<file path="config.mk">
export PLATFORM = sky130hd
export DESIGN_NAME = alu_seq_ctrl
export DESIGN_NICKNAME = d
export VERILOG_FILES = /design/src/rtl/alu_seq_ctrl.sv
export SDC_FILE = /design/constraint.sdc
export NUM_CORES = 1
export LEC_CHECK = 0
export CAP_MARGIN = 20
export CORE_MARGIN = 5
export CORE_UTILIZATION = 48
export CTS_CLUSTER_SIZE = 25
export DETAILED_ROUTE_END_ITERATION = 10
export GPL_TIMING_DRIVEN = 0
export HOLD_SLACK_MARGIN = 0.08
export PLACE_DENSITY = 0.78
export SLEW_MARGIN = 20
export SYNTH_ARGS = -nofsm -noshare
export SYNTH_HDL_FRONTEND = slang
export SYNTH_SLANG_ARGS = --single-unit
</file>
<file path="constraint.sdc">
create_clock -name clk -period 2.3 [get_ports clk]
set_clock_uncertainty 0.15 [all_clocks]
set_input_delay 0.69 -clock clk [delete_from_list [all_inputs] [get_ports clk]]
set_output_delay 0.69 -clock clk [all_outputs]
set_load 0.005 [all_outputs]
</file>
<file path="src/rtl/alu_seq_ctrl.sv">
// alu_seq_ctrl
// Sequencing controller for a combinational ALU. It accepts one
// register-to-register instruction at a time over a valid/ready handshake.
// The instruction word is {cond, op, rd, rs1, rs2}. The controller issues
// registered operands and a control code to the ALU, then writes back the
// ALU result and holds the NZCV flags.
//
// Build option:
//   COND_EXEC_EN  defined   -> cond field gates writeback (00 AL, 01 EQ, 10 NE, 11 MI)
//                 undefined -> cond ignored, every instruction executes, res_skip stays 0
module alu_seq_ctrl #(
   parameter int W    = 4,
   parameter int NREG = 4
) (
   input  logic          clk,
   input  logic          rst,
   input  logic          instr_valid,
   output logic          instr_ready,
   input  logic [10:0]   instr,
   input  logic          wr_en,
   input  logic [1:0]    wr_addr,
   input  logic [W-1:0]  wr_data,
   input  logic [1:0]    rd_addr,
   output logic [W-1:0]  rd_data,
   output logic [W-1:0]  alu_a,
   output logic [W-1:0]  alu_b,
   output logic [2:0]    alu_cntl,
   input  logic [W-1:0]  alu_out,
   input  logic          alu_co,
   input  logic          alu_ovf,
   input  logic          alu_n,
   input  logic          alu_z,
   output logic          res_valid,
   output logic [W-1:0]  res_data,
   output logic          res_skip,
   output logic [3:0]    flags
);

   typedef enum logic [1:0] {
      ST_IDLE  = 2'b00,
      ST_ISSUE = 2'b01,
      ST_WB    = 2'b10
   } state_t;

   state_t         state_r;
   state_t         state_nxt_s;
   logic           accept_s;
   logic           host_wr_s;
   logic           wb_s;
   logic           cond_pass_s;

   logic [10:0]    instr_r;
   logic [W-1:0]   regs_r [NREG];
   logic [W-1:0]   alu_a_r;
   logic [W-1:0]   alu_b_r;
   logic [2:0]     alu_cntl_r;
   logic           res_valid_r;
   logic [W-1:0]   res_data_r;
   logic           res_skip_r;
   logic [3:0]     flags_r;
   logic           instr_ready_r;

   logic [2:0]     op_s;
   logic [1:0]     rd_s;
   logic [1:0]     rs1_s;
   logic [1:0]     rs2_s;

   assign op_s  = instr_r[8:6];
   assign rd_s  = instr_r[5:4];
   assign rs1_s = instr_r[3:2];
   assign rs2_s = instr_r[1:0];

`ifdef COND_EXEC_EN
   // Condition check against the architectural N and Z flags.
   function automatic logic cond_pass_f(input logic [1:0] cond, input logic n, input logic z);
      logic pass;
      case (cond)
         2'b00:   pass = 1'b1;
         2'b01:   pass = z;
         2'b10:   pass = ~z;
         2'b11:   pass = n;
         default: pass = 1'b1;
      endcase
      return pass;
   endfunction

   assign cond_pass_s = cond_pass_f(instr_r[10:9], flags_r[3], flags_r[2]);
`else
   logic unused_cond_s;
   assign cond_pass_s   = 1'b1;
   assign unused_cond_s = ^instr_r[10:9];
`endif

   // State register.
   always_ff @(posedge clk) begin
      if (rst) begin
         state_r <= ST_IDLE;
      end else begin
         state_r <= state_nxt_s;
      end
   end

   // Next-state logic and the accept / writeback strobes.
   always_comb begin
      state_nxt_s = state_r;
      accept_s    = 1'b0;
      wb_s        = 1'b0;
      case (state_r)
         ST_IDLE: begin
            if (instr_valid) begin
               state_nxt_s = ST_ISSUE;
               accept_s    = 1'b1;
            end else begin
               state_nxt_s = ST_IDLE;
            end
         end
         ST_ISSUE: begin
            state_nxt_s = ST_WB;
         end
         ST_WB: begin
            state_nxt_s = ST_IDLE;
            wb_s        = 1'b1;
         end
         default: begin
            state_nxt_s = ST_IDLE;
         end
      endcase
   end

   // Host writes are honoured only while idle.
   always_comb begin
      if (wr_en && (state_r == ST_IDLE)) begin
         host_wr_s = 1'b1;
      end else begin
         host_wr_s = 1'b0;
      end
   end

   // Ready is registered from the next state, so it is high exactly in IDLE.
   always_ff @(posedge clk) begin
      if (rst) begin
         instr_ready_r <= 1'b1;
      end else begin
         instr_ready_r <= (state_nxt_s == ST_IDLE);
      end
   end

   // Instruction latch, loaded at the accept edge.
   always_ff @(posedge clk) begin
      if (rst) begin
         instr_r <= 11'd0;
      end else if (accept_s) begin
         instr_r <= instr;
      end else begin
         instr_r <= instr_r;
      end
   end

   // Register file. Host writes and writeback live in different states, so they never collide.
   always_ff @(posedge clk) begin
      if (rst) begin
         for (int i = 0; i < NREG; i++) begin
            regs_r[i] <= {W{1'b0}};
         end
      end else if (host_wr_s) begin
         regs_r[wr_addr] <= wr_data;
      end else if (wb_s && cond_pass_s) begin
         regs_r[rd_s] <= alu_out;
      end
   end

   // Operand and control-code issue. Operands are captured here, so rd may alias rs1/rs2.
   always_ff @(posedge clk) begin
      if (rst) begin
         alu_a_r    <= {W{1'b0}};
         alu_b_r    <= {W{1'b0}};
         alu_cntl_r <= 3'b000;
      end else if (state_r == ST_ISSUE) begin
         alu_a_r    <= regs_r[rs1_s];
         alu_b_r    <= regs_r[rs2_s];
         alu_cntl_r <= op_s;
      end else begin
         alu_a_r    <= alu_a_r;
         alu_b_r    <= alu_b_r;
         alu_cntl_r <= alu_cntl_r;
      end
   end

   // Result reporting. The ALU value is reported even when the condition fails.
   always_ff @(posedge clk) begin
      if (rst) begin
         res_valid_r <= 1'b0;
         res_data_r  <= {W{1'b0}};
         res_skip_r  <= 1'b0;
      end else if (wb_s) begin
         res_valid_r <= 1'b1;
         res_data_r  <= alu_out;
         res_skip_r  <= ~cond_pass_s;
      end else begin
         res_valid_r <= 1'b0;
         res_data_r  <= res_data_r;
         res_skip_r  <= res_skip_r;
      end
   end

   // Architectural flags {N,Z,C,V}. They update only on an executed instruction.
   always_ff @(posedge clk) begin
      if (rst) begin
         flags_r <= 4'b0000;
      end else if (wb_s && cond_pass_s) begin
         flags_r <= {alu_n, alu_z, alu_co, alu_ovf};
      end else begin
         flags_r <= flags_r;
      end
   end

   assign instr_ready = instr_ready_r;
   assign rd_data     = regs_r[rd_addr];
   assign alu_a       = alu_a_r;
   assign alu_b       = alu_b_r;
   assign alu_cntl    = alu_cntl_r;
   assign res_valid   = res_valid_r;
   assign res_data    = res_data_r;
   assign res_skip    = res_skip_r;
   assign flags       = flags_r;

endmodule

</file>
# Yosys cells after proc, flatten, opt, wreduce, memory -nomap -nowiden
# Memory sizes are Yosys's and may differ from the RTL's. A register that Yosys moved wholly into a read port is not among the register bits.
# Index checks and enable logic that the tools add are counted.
# word_totals
ramBits	16
inputBits	31
register_bits	24
output_inout_bits	26
rom_bits	0
n_memories	1
wordCells	36
latchBits	0
# mem_list
name	depth	width	read_ports	rd_ports_with_merged_regs	wr	line	rtl
regs_r	4	4	3	2	4	53	logic [W-1:0] regs_r [NREG];
# classes
bitwise	0
n_lt_le_gt_ge	0
n_eq_ne	2
muxes	21
n_mul	0
shifts	0
n_div	0
n_reduce_logical	5
addsub	0
# op_table
cell	n
1-bit two-way mux	16
4-bit two-way mux	2
4-bit OR reduction	2
2-bit zero test	2
2-bit two-way mux	2
2-bit one-hot mux with 2 select lines	1
2-bit by 1-bit equality test with 1-bit output, second input constant	1
2-bit equality test, second input constant	1
1-bit logical AND	1

# Depth between registers and ports, before layout
# Gate-level depths: netlist of run 1.
# depth
ltp_word	9
mapped_depth	5
mapped_depth_nobuf	3

# Worst setup path before layout of run 1
# Ideal clock, no wire load.
# synth_timing
path_kind	in2out
startpoint	input port rd_addr[0]
endpoint	output port rd_data[0]
arrival_time_ps	1168
path_slack_ps	292
required_ps	1460
cell_stages	1
path_buffers	0
cell_sequence	mux4_2
# synth_between
elab_chain_cells	1
# synth_rtl
item	line	rtl
from (decl)	23	input logic [1:0] rd_addr,
memory read 4 x 4 bit	--	
to (decl)	24	output logic [W-1:0] rd_data,
# Every way passes these cells.

# Worst setup path after layout of run 1
# layout_timing
startpoint	input port rd_addr[0]
endpoint	output port rd_data[3]
# Same word-level chain as after synthesis.

==> run metrics, run 1 <==
chip height slightly below 80 microns; critical path peak fanout 4; insertion delay to the later sink of the worst-skew pair 0.30 ns; layout cell share with drive strength beyond 1 0.180; RR Endpoint regs_r[3][0]; Initial DRT Pass Iterations 4; register area share after synthesis 0.510; Non-Filler Instances about 320; PD cells between 500 and 600 mW/mm^2; Tmin final 2.28 ns; placed cells 310; dpl cell area between 0.002 and 0.003 sq mm; worst reg2reg path depth 4; largest cells by area after synthesis dfxtp_1 (29%), edfxtp_1 (22%), mux4_2 (12%); worst hold path class flip-flop to flip-flop; CP required approximately 1.5 ns; Final Max Tran Viols 0; syn avg cell area approximately 11 sq um; largest net degree at the start of global routing 16; H-tree Lvls 2; Hold EP alu_cntl[2]; Mapped Nets about 240; GR Layer Usage met2 0.290; Total Power between 1.5 and 2 mW; RSZ-0062 raised after global routing false; clk root buf clkbuf_8; maximum vdd drop between 0.0002 and 0.0003 V; clock-pin slew on the worst setup and hold paths about 0.090 ns; initial core utilization 0.501; design area a little under 0.003 sq mm; Num CTS Buffers 5; flop2flop setup slack 0.55 ns; leakage around 1.1 nW; Final period util 0.993; std cell rows 24; die span in x just under 80 microns; RR Startpoint state_r[1]; GR peak layer met2; actual slew at the worst max-slew pin 0.591 ns; vias approximately 1700; clk sinks 48; Port Buf Inserts 53; Initial DRC Count 64; clk buf depth 2; Residual DRC 0; Syn Std Cell Area 0.00220 sq mm; drt wl/cell about 15 microns; DR vias/cell between 5 and 6; antenna violations before repair 0; worst rel slew slack 0.606; cts hold-fix bufs 0; Top Ports 57; area of the die 0.00603 sq mm; hold path cells 2; # fillers 363; met1 usage 0.203; # setup viols final 0; Setup crit end kind primary output; synth warn 0; nature of the critical path startpoint primary input; number of synthesized register bits 48; CTS tree built; vias in the first global route around 1600; Crit Path Category primary input to primary output; Max-Cap Viols 0; Antenna Violating Nets Remaining 0; dpl hpwl around 3800 microns; setup bufs post-CTS 0; Cells after Synth between 200 and 250; Final Wtd Congestion between 0.7 and 0.8; hold path startpoint instr_r[8]; Fin. Hold Viols 0; area leader, netlist dfxtp_1; WL final 4900 microns; Yosys cell types 30; met3 usage 0.0394; WP data arrival between 1 and 1.5 ns; FMAX roughly 440 MHz; Nets 296; post-synth top area share 0.292; core area approximately 0.0044 sq mm; area delta synth->final 31.9%; total gr overflow 0; outcome completed; GR Util All Layers 0.166; first-pass GRT wire length between 8000 and 9000 microns; ant diodes 0
-- flip-flops by register name (all words and copies together), names as in the netlist --
name         count
alu_a            4
regs_r          16
res_data         4
state_r          2
res_valid        1
alu_b            4
instr_ready      1
flags            4
instr_r          9
alu_cntl         3
-- repair_timing --
action / 4_1_cts / 5_1_grt
endpoints found under the setup margin: 12 / 14
gates resized for setup: 26 / 7
hold endpoints to repair: 0 / 0
-- report_power, final --
part | internal (mW) | total (mW) | switching, mW
sequential | 0.919 | 0.946 | 0.0271
clock | 0.213 | 0.496 | 0.283
combinational | 0.157 | 0.277 | 0.120
total | 1.29 | 1.72 | 0.430
-- cell type report --
type,count,area (sq um),share of cell area
buffer,15,85.1,0.0293
clock buffer,5,68.8,0.0237
clock inverter,3,18.8,0.00647
inverter,4,15.0,0.00518
multi-input combinational,138,1000,0.346
sequential,48,1120,0.387
tap,52,65.1,0.0224
timing repair buffer,53,523,0.180
-- cells in the mapped netlist --
| library cell | count |
|---|---|
| buf_4 | 3 |
| and2b_1 | 1 |
| buf_6 | 1 |
| inv_1 | 4 |
| nor2b_1 | 4 |
| o21ai_0 | 1 |
| or2b_1 | 1 |
| nor3_1 | 12 |
| or2_4 | 1 |
| conb_1 | 1 |
| buf_1 | 1 |
| nand3b_1 | 4 |
| o21a_1 | 1 |
| nand2b_1 | 1 |
| clkbuf_1 | 2 |
| nor2_2 | 1 |
| a21o_1 | 4 |
| buf_2 | 8 |
| nand2_1 | 42 |
| nor2_1 | 14 |
| a311oi_4 | 1 |
| and3b_1 | 1 |
| mux4_2 | 12 |
| mux2i_1 | 9 |
| o21bai_1 | 3 |
| a21oi_1 | 19 |
| dfxtp_1 | 32 |
| o21ai_2 | 2 |
| edfxtp_1 | 16 |
| nor3b_2 | 3 |
-- cell families after synthesis --
logic type	after synthesis	share of synthesized area
mux	21	0.164
simple gates	85	0.186
flops	48	0.510
buf+inv	19	0.0456
compound gates	31	0.0928
other cells	1	0.00171
-- worst max-delay path by stage --
stage | start | to | slack, ns | cells after the start
finish | rd_addr[0] | rd_data[3] | 0.02 | 3
global placement | rd_addr[0] | rd_data[3] | -0.87 | 3
detailed placement | rd_addr[0] | rd_data[2] | -0.91 | 3
floorplan | rd_addr[0] | rd_data[0] | 0.29 | 1
CTS | wr_en | regs_r[1][0] | -0.03 | 4
global route | rd_addr[0] | rd_data[3] | 0.00008 | 3
-- routing by layer --
metal  share of wire  vias up
li1                -      841
met1            0.42      778
met2            0.52       43
met3           0.052        6
met4           0.012        0
met5               0        -
-- critical path, cell delays in order --
cell and delay (ns):
buf_8 0.09, mux4_2 0.51, buf_2 0.15
-- through the flow --
step	util	setup WS (ns)	TNS [ns]	hold slack (ns)
floorplan	-	0.292	0	0.281
global placement	0.637	-0.873	-8.35	0.289
detailed placement	0.637	-0.909	-9.09	0.297
CTS	0.653	-0.0286	-0.175	0.309
global route	0.661	0.0000761	0	0.327
finish	0.661	0.0153	0	0.306
-- cell usage in the layout (no fill, tap or decap), types with 3 or more instances in the layout --
cell	count
nor3b_2	3
a21oi_1	19
nor3_1	12
mux2i_1	9
mux4_2	12
buf_2	11
buf_4	3
clkbuf_8	5
nand2_1	42
clkdlybuf4s50_1	47
edfxtp_1	16
nor2b_1	4
nor2_1	14
a21o_1	4
inv_1	5
dfxtp_1	32
nand3b_1	4
No activity file was read; power rests on OpenSTA's default activity.
==> run 2: changes to the inputs <==
==> constraint.sdc (replaced) <==
create_clock -name clk -period 2.4 [get_ports clk]
set_clock_uncertainty 0.15 [all_clocks]
set_input_delay 0.72 -clock clk [delete_from_list [all_inputs] [get_ports clk]]
set_output_delay 0.72 -clock clk [all_outputs]
set_load 0.005 [all_outputs]
==> run metrics, run 2 (synthesis gave the netlist of run 1 again) <==
Crit Path Category primary input to flip-flop; CP required 2.22 ns (+0.76 ns); GR Util All Layers 0.166 (-0.000244); core area 0.00438 sq mm (unchanged); met3 WL 254 microns (unchanged); Antenna Violating Nets Remaining 0 (unchanged); Worst path slowest cell clkdlybuf4s50_1; H-tree Lvls 2 (unchanged); DR vias/cell 5.17 (-1.4%); Initial DRC Count 122 (+91%); critical path peak fanout 10 (+6); commonest non-fill, non-tap cell in the layout clkdlybuf4s50_1; clock-pin slew on the worst setup and hold paths 0.09 ns (about the same); DR WL met2 2480 microns (-2.6%); nature of the critical path startpoint primary input; dpl hpwl 3760 microns (unchanged); pre-CTS setup slack -0.869 ns (+0.0400 ns); Residual DRC 0 (unchanged); internal power 1.23 mW (-4.6%); maximum vdd drop 0.000249 V (-3.6%); Top Ports 57 (unchanged); critical path buffer and inverter count 1 (-1); sequential cell area 0.00112 sq mm (unchanged); slowest cell delay on critical path 0.63 ns (+0.12 ns); CTS tree built; post-CTS sizing 22 (-15%); # setup viols final 0 (unchanged); Top reg by flops regs_r; placed cells 310 (unchanged); hold path startpoint instr_r[8]; max FFs per register 16 (unchanged); total gr overflow 0 (unchanged); ant diodes 0 (unchanged); FMAX 419 MHz; Max-Cap Viols 0 (unchanged); Critical Path, Cell by Cell clkdlybuf4s50_1 > nor3b_2 > o21ai_2 > o21bai_1; Initial DRT Pass Iterations 4 (unchanged); Metal-1 WL 1980 microns (-2.7%); Fin. Hold Viols 0 (unchanged); outcome completed; RR Endpoint regs_r[1][0]; CP delay by family, top buffers and inverters; vias 1645 (-1.4%); die span in x 77.7 microns (unchanged); dpl cell area 0.00279 sq mm (unchanged); Hold EP alu_cntl[2]; fin worst setup slack 0.0131 ns (-0.00218 ns); top flop regs regs_r x16, instr_r x9; Non-Filler Instances 318 (unchanged); commonest cells after routing, fill and taps aside clkdlybuf4s50_1 (47), nand2_1 (42), dfxtp_1 (32); Post-Route Setup TNS 0 ns (unchanged); insertion delay to the later sink of the worst-skew pair 0.30 ns (about the same); area of the multi-input gates 976 sq um (-2.6%); PD cells 573 mW/mm^2 (-3.5%); Final period util 0.995; RR Startpoint state_r[1]; register share of total power 0.553 (+0.003); cts hold-fix bufs 0 (unchanged); hold path cells 2 (unchanged); setup bufs post-CTS 0 (unchanged); WP data arrival 2.20 ns (+0.76 ns); std cell rows 24 (unchanged); actual slew at the worst max-slew pin 0.528 ns (-0.0634 ns); Total Power 1.64 mW (-4.7%); RSZ-0062 raised after global routing true; leakage 1.06 nW (-1.1%); flop2flop setup slack 0.61 ns (+0.06 ns); clk root buf clkbuf_8; initial core utilization 0.501 (unchanged); design area 0.00286 sq mm (-1.3%); Nets 296 (unchanged); Hold Slack 0.306 ns (+0.000115 ns); worst hold path class flip-flop to flip-flop; worst reg2reg path depth 4 (unchanged); vias in the first global route 1612 (-0.12%); first-pass GRT wire length 8070 microns (-0.16%); Comb power frac 0.156 (-0.005); highest routed layer met4; Final Wtd Congestion 0.768 (unchanged); Tmin final between 2 and 2.5 ns; area delta synth->final 30.3%; antenna violations before repair 0 (unchanged); clock share of power 0.291 (+0.003); Setup crit end kind flip-flop; # fillers 368 (+1.4%); largest net degree at the start of global routing 16 (unchanged); Final Util 0.653 (-0.00828); Final Max Tran Viols 0 (unchanged); drt wl/cell 15.0 microns (-2.3%); chip height 77.7 microns (unchanged); WL final 4780 microns (-2.3%); sw frac 0.250 (-0.000460); Port Buf Inserts 53 (unchanged); clk sinks 48 (unchanged); Net Sw Power 0.409 mW (-4.8%); Num CTS Buffers 5 (unchanged); area of the die 0.00603 sq mm (unchanged); worst rel slew slack 0.648 (+0.0423); layout cell share with drive strength beyond 1 0.169 (-0.0113); clk buf depth 2 (unchanged)
==> run 2: cell types whose count changed in the layout (fill, tap and decap cells not counted) <==
cell      before  now
buf_2         11   10
o21bai_2       1    0
o21bai_1       0    3
buf_8          1    0
o21bai_4       2    0
clkbuf_2       0    2
==> run 2: tightest hold or removal path, cell delays in order (launching register included) <==
cell and delay, ns:
dfxtp_1 0.32, nand2_1 0.05, a21oi_1 0.05
==> run 2: power groups by stage <==
stage / logic [mW] / registers (mW) / clock network (mW)
final: 0.256 / 0.906 / 0.477
after CTS: 0.261 / 0.906 / 0.484
after floorplan: 0.146 / 0.918 / 0
after global placement: 0.261 / 0.922 / 0
after detailed placement: 0.265 / 0.925 / 0
after global routing: 0.282 / 0.912 / 0.519
==> run 2: worst max-delay path by stage <==
stage | start | endpoint | slack, ns | depth (start not counted)
after floorplan | rd_addr[0] | rd_data[0] | 0.33 | 1
after global placement | rd_addr[0] | rd_data[3] | -0.83 | 3
after detailed placement | rd_addr[0] | rd_data[2] | -0.87 | 3
after CTS | rd_addr[0] | rd_data[2] | -0.03 | 3
after global routing | wr_en | regs_r[0][3] | -0.09 | 4
final | wr_en | regs_r[1][0] | 0.01 | 4
==> run 2: per-layer routing <==
| layer | up-vias | global-route usage |
|---|---|---|
| li1 | 836 | - |
| met1 | 764 | 0.203 |
| met2 | 39 | 0.290 |
| met3 | 6 | 0.0394 |
| met4 | 0 | 0.0464 |
| met5 | - | 0 |
==> run 2: final cells by class <==
type | count | area share
buffer | 15 | 0.0297
clock buffer | 5 | 0.0240
clock inverter | 3 | 0.00656
inverter | 4 | 0.00524
multi-input combinational | 138 | 0.341
sequential | 48 | 0.392
tap | 52 | 0.0227
timing repair buffer | 53 | 0.179
==> run 3: changes to the inputs <==
--- a/config.mk
+++ b/config.mk
@@ -6,6 +6,7 @@
 export NUM_CORES = 1
 export LEC_CHECK = 0
 export CAP_MARGIN = 20
+export CORE_ASPECT_RATIO = 1.4
 export CORE_MARGIN = 5
 export CORE_UTILIZATION = 48
 export CTS_CLUSTER_SIZE = 25
==> run metrics, run 3 (synthesis gave the netlist of run 1 again) <==
outcome completed; Final period util 0.972 (-0.0224); Tmin final 2.33 ns (-0.0538 ns); H-tree Lvls 2 (unchanged); nature of the critical path startpoint primary input; first-pass GRT wire length 8020 microns (-0.61%); setup bufs post-CTS 0 (unchanged); Final Wtd Congestion 0.753 (-2.1%); WP data arrival 1.46 ns (-0.74 ns); Nets 296 (unchanged); DR vias/cell 5.18 (+0.13%); total gr overflow 0 (unchanged); commonest non-fill, non-tap cell in the layout clkdlybuf4s50_1; leakage 1.06 nW (+0.48%); clk sinks 48 (unchanged); largest net degree at the start of global routing 16 (unchanged); Fin. Hold Viols 0 (unchanged); WL final 4730 microns (-1.1%); Crit Path Category primary input to primary output; actual slew at the worst max-slew pin 0.509 ns (-0.0187 ns); dpl hpwl 3730 microns (-0.60%); vias 1699 (+3.3%); Port Buf Inserts 53 (unchanged); RSZ-0062 raised after global routing false; CTS tree built; insertion delay to the later sink of the worst-skew pair 0.30 ns (about the same); worst hold path class flip-flop to flip-flop; PD cells 576 mW/mm^2 (+0.65%); area delta synth->final 31.8%; CP required 1.53 ns (-0.69 ns); clk root buf clkbuf_8; Final Max Tran Viols 0 (unchanged); placed cells 320 (+3.2%); antenna violations before repair 0 (unchanged); clock-pin slew on the worst setup and hold paths 0.08 ns (about the same); max FFs per register 16 (unchanged); top flop regs regs_r x16, instr_r x9; die span in x 67.2 microns (-13%); chip height 90.1 microns (+16%); Top reg by flops regs_r; # setup viols final 0 (unchanged); layout cell share with drive strength beyond 1 0.184 (+0.0150); Initial DRC Count 130 (+6.6%); ant diodes 0 (unchanged); initial core utilization 0.488 (-0.0128); clk buf depth 2 (unchanged); Setup crit end kind primary output; std cell rows 29 (+21%); Num CTS Buffers 5 (unchanged); core area 0.00450 sq mm (+2.6%); Non-Filler Instances 328 (+3.1%); FMAX 429 MHz (+2.3%); GR Util All Layers 0.172 (+0.00659); worst rel slew slack 0.661 (+0.0125); Top Ports 57 (unchanged); Initial DRT Pass Iterations 4 (unchanged); Residual DRC 0 (unchanged); area of the die 0.00605 sq mm (+0.32%); commonest cells after routing, fill and taps aside clkdlybuf4s50_1 (47), nand2_1 (42), dfxtp_1 (32); Post-Route Setup TNS 0 ns (unchanged); drt wl/cell 14.4 microns (-4.1%); Max-Cap Viols 0 (unchanged); maximum vdd drop 0.000278 V (+12%); vias in the first global route 1656 (+2.7%); critical path peak fanout 4 (-6); Antenna Violating Nets Remaining 0 (unchanged)
run 3: cell count changes in the layout (fill, tap and decap cells not counted), sizes merged:
cell | before | now
clkinv | 1 | 0
clkinvlp | 0 | 1
inv | 6 | 5
buf | 16 | 17
run 3: worst paths after layout:
check / cells past startpoint / startpoint / slack (ns) / to
worst max-delay path: 3 / rd_addr[0] / 0.07 / rd_data[3]
worst min-delay path: 2 / alu_b[1] / 0.30 / alu_b[1]
worst max register to register: 4 / state_r[1] / 0.63 / regs_r[3][3]
worst min register to register: 2 / alu_b[1] / 0.30 / alu_b[1]
run 3: repair_timing:
action | CTS | global route
resized for setup | 25 | 3
endpoints found under the setup margin | 8 | 9
hold buffers | 0 | 0
pin swaps | 0 | 0
run 3: layout make-up:
type	count	area [sq um]
buffer	15	85.1
clock buffer	6	82.6
clock inverter	2	13.8
fill	381	1600
inverter	4	15.0
multi-input combinational	138	987
sequential	48	1120
tap	62	77.6
timing repair buffer	53	513
run 3: through the flow:
step                      power [mW]  worst slack [ns]  area [sq um]  hold WS [ns]  utilization
after floorplan                 1.06             0.332          2200         0.281            -
after global routing            1.75           0.00377          2900         0.324        0.643
after global placement          1.18            -0.840          2810         0.291        0.623
after CTS                       1.68          0.000330          2890         0.309        0.643
after detailed placement        1.19            -0.845          2810         0.296        0.623
final                           1.67            0.0669          2900         0.304        0.643
run 3: per-layer routing:
metal	wire length (microns)	track usage
met5	0	0
met4	92	0.0694
met3	167	0.0224
met2	2600	0.300
met1	1860	0.208
run 3: power by group:
part	switching [mW]	leakage [nW]	total (mW)	internal (mW)
clock network	0.268	0.0477	0.503	0.234
registers	0.0247	0.427	0.906	0.881
logic	0.114	0.588	0.260	0.146
total	0.407	1.06	1.67	1.26
run 3: critical path, cell delays in order:
cell and delay (ns):
buf_6 0.10, mux4_2 0.50, buf_2 0.14
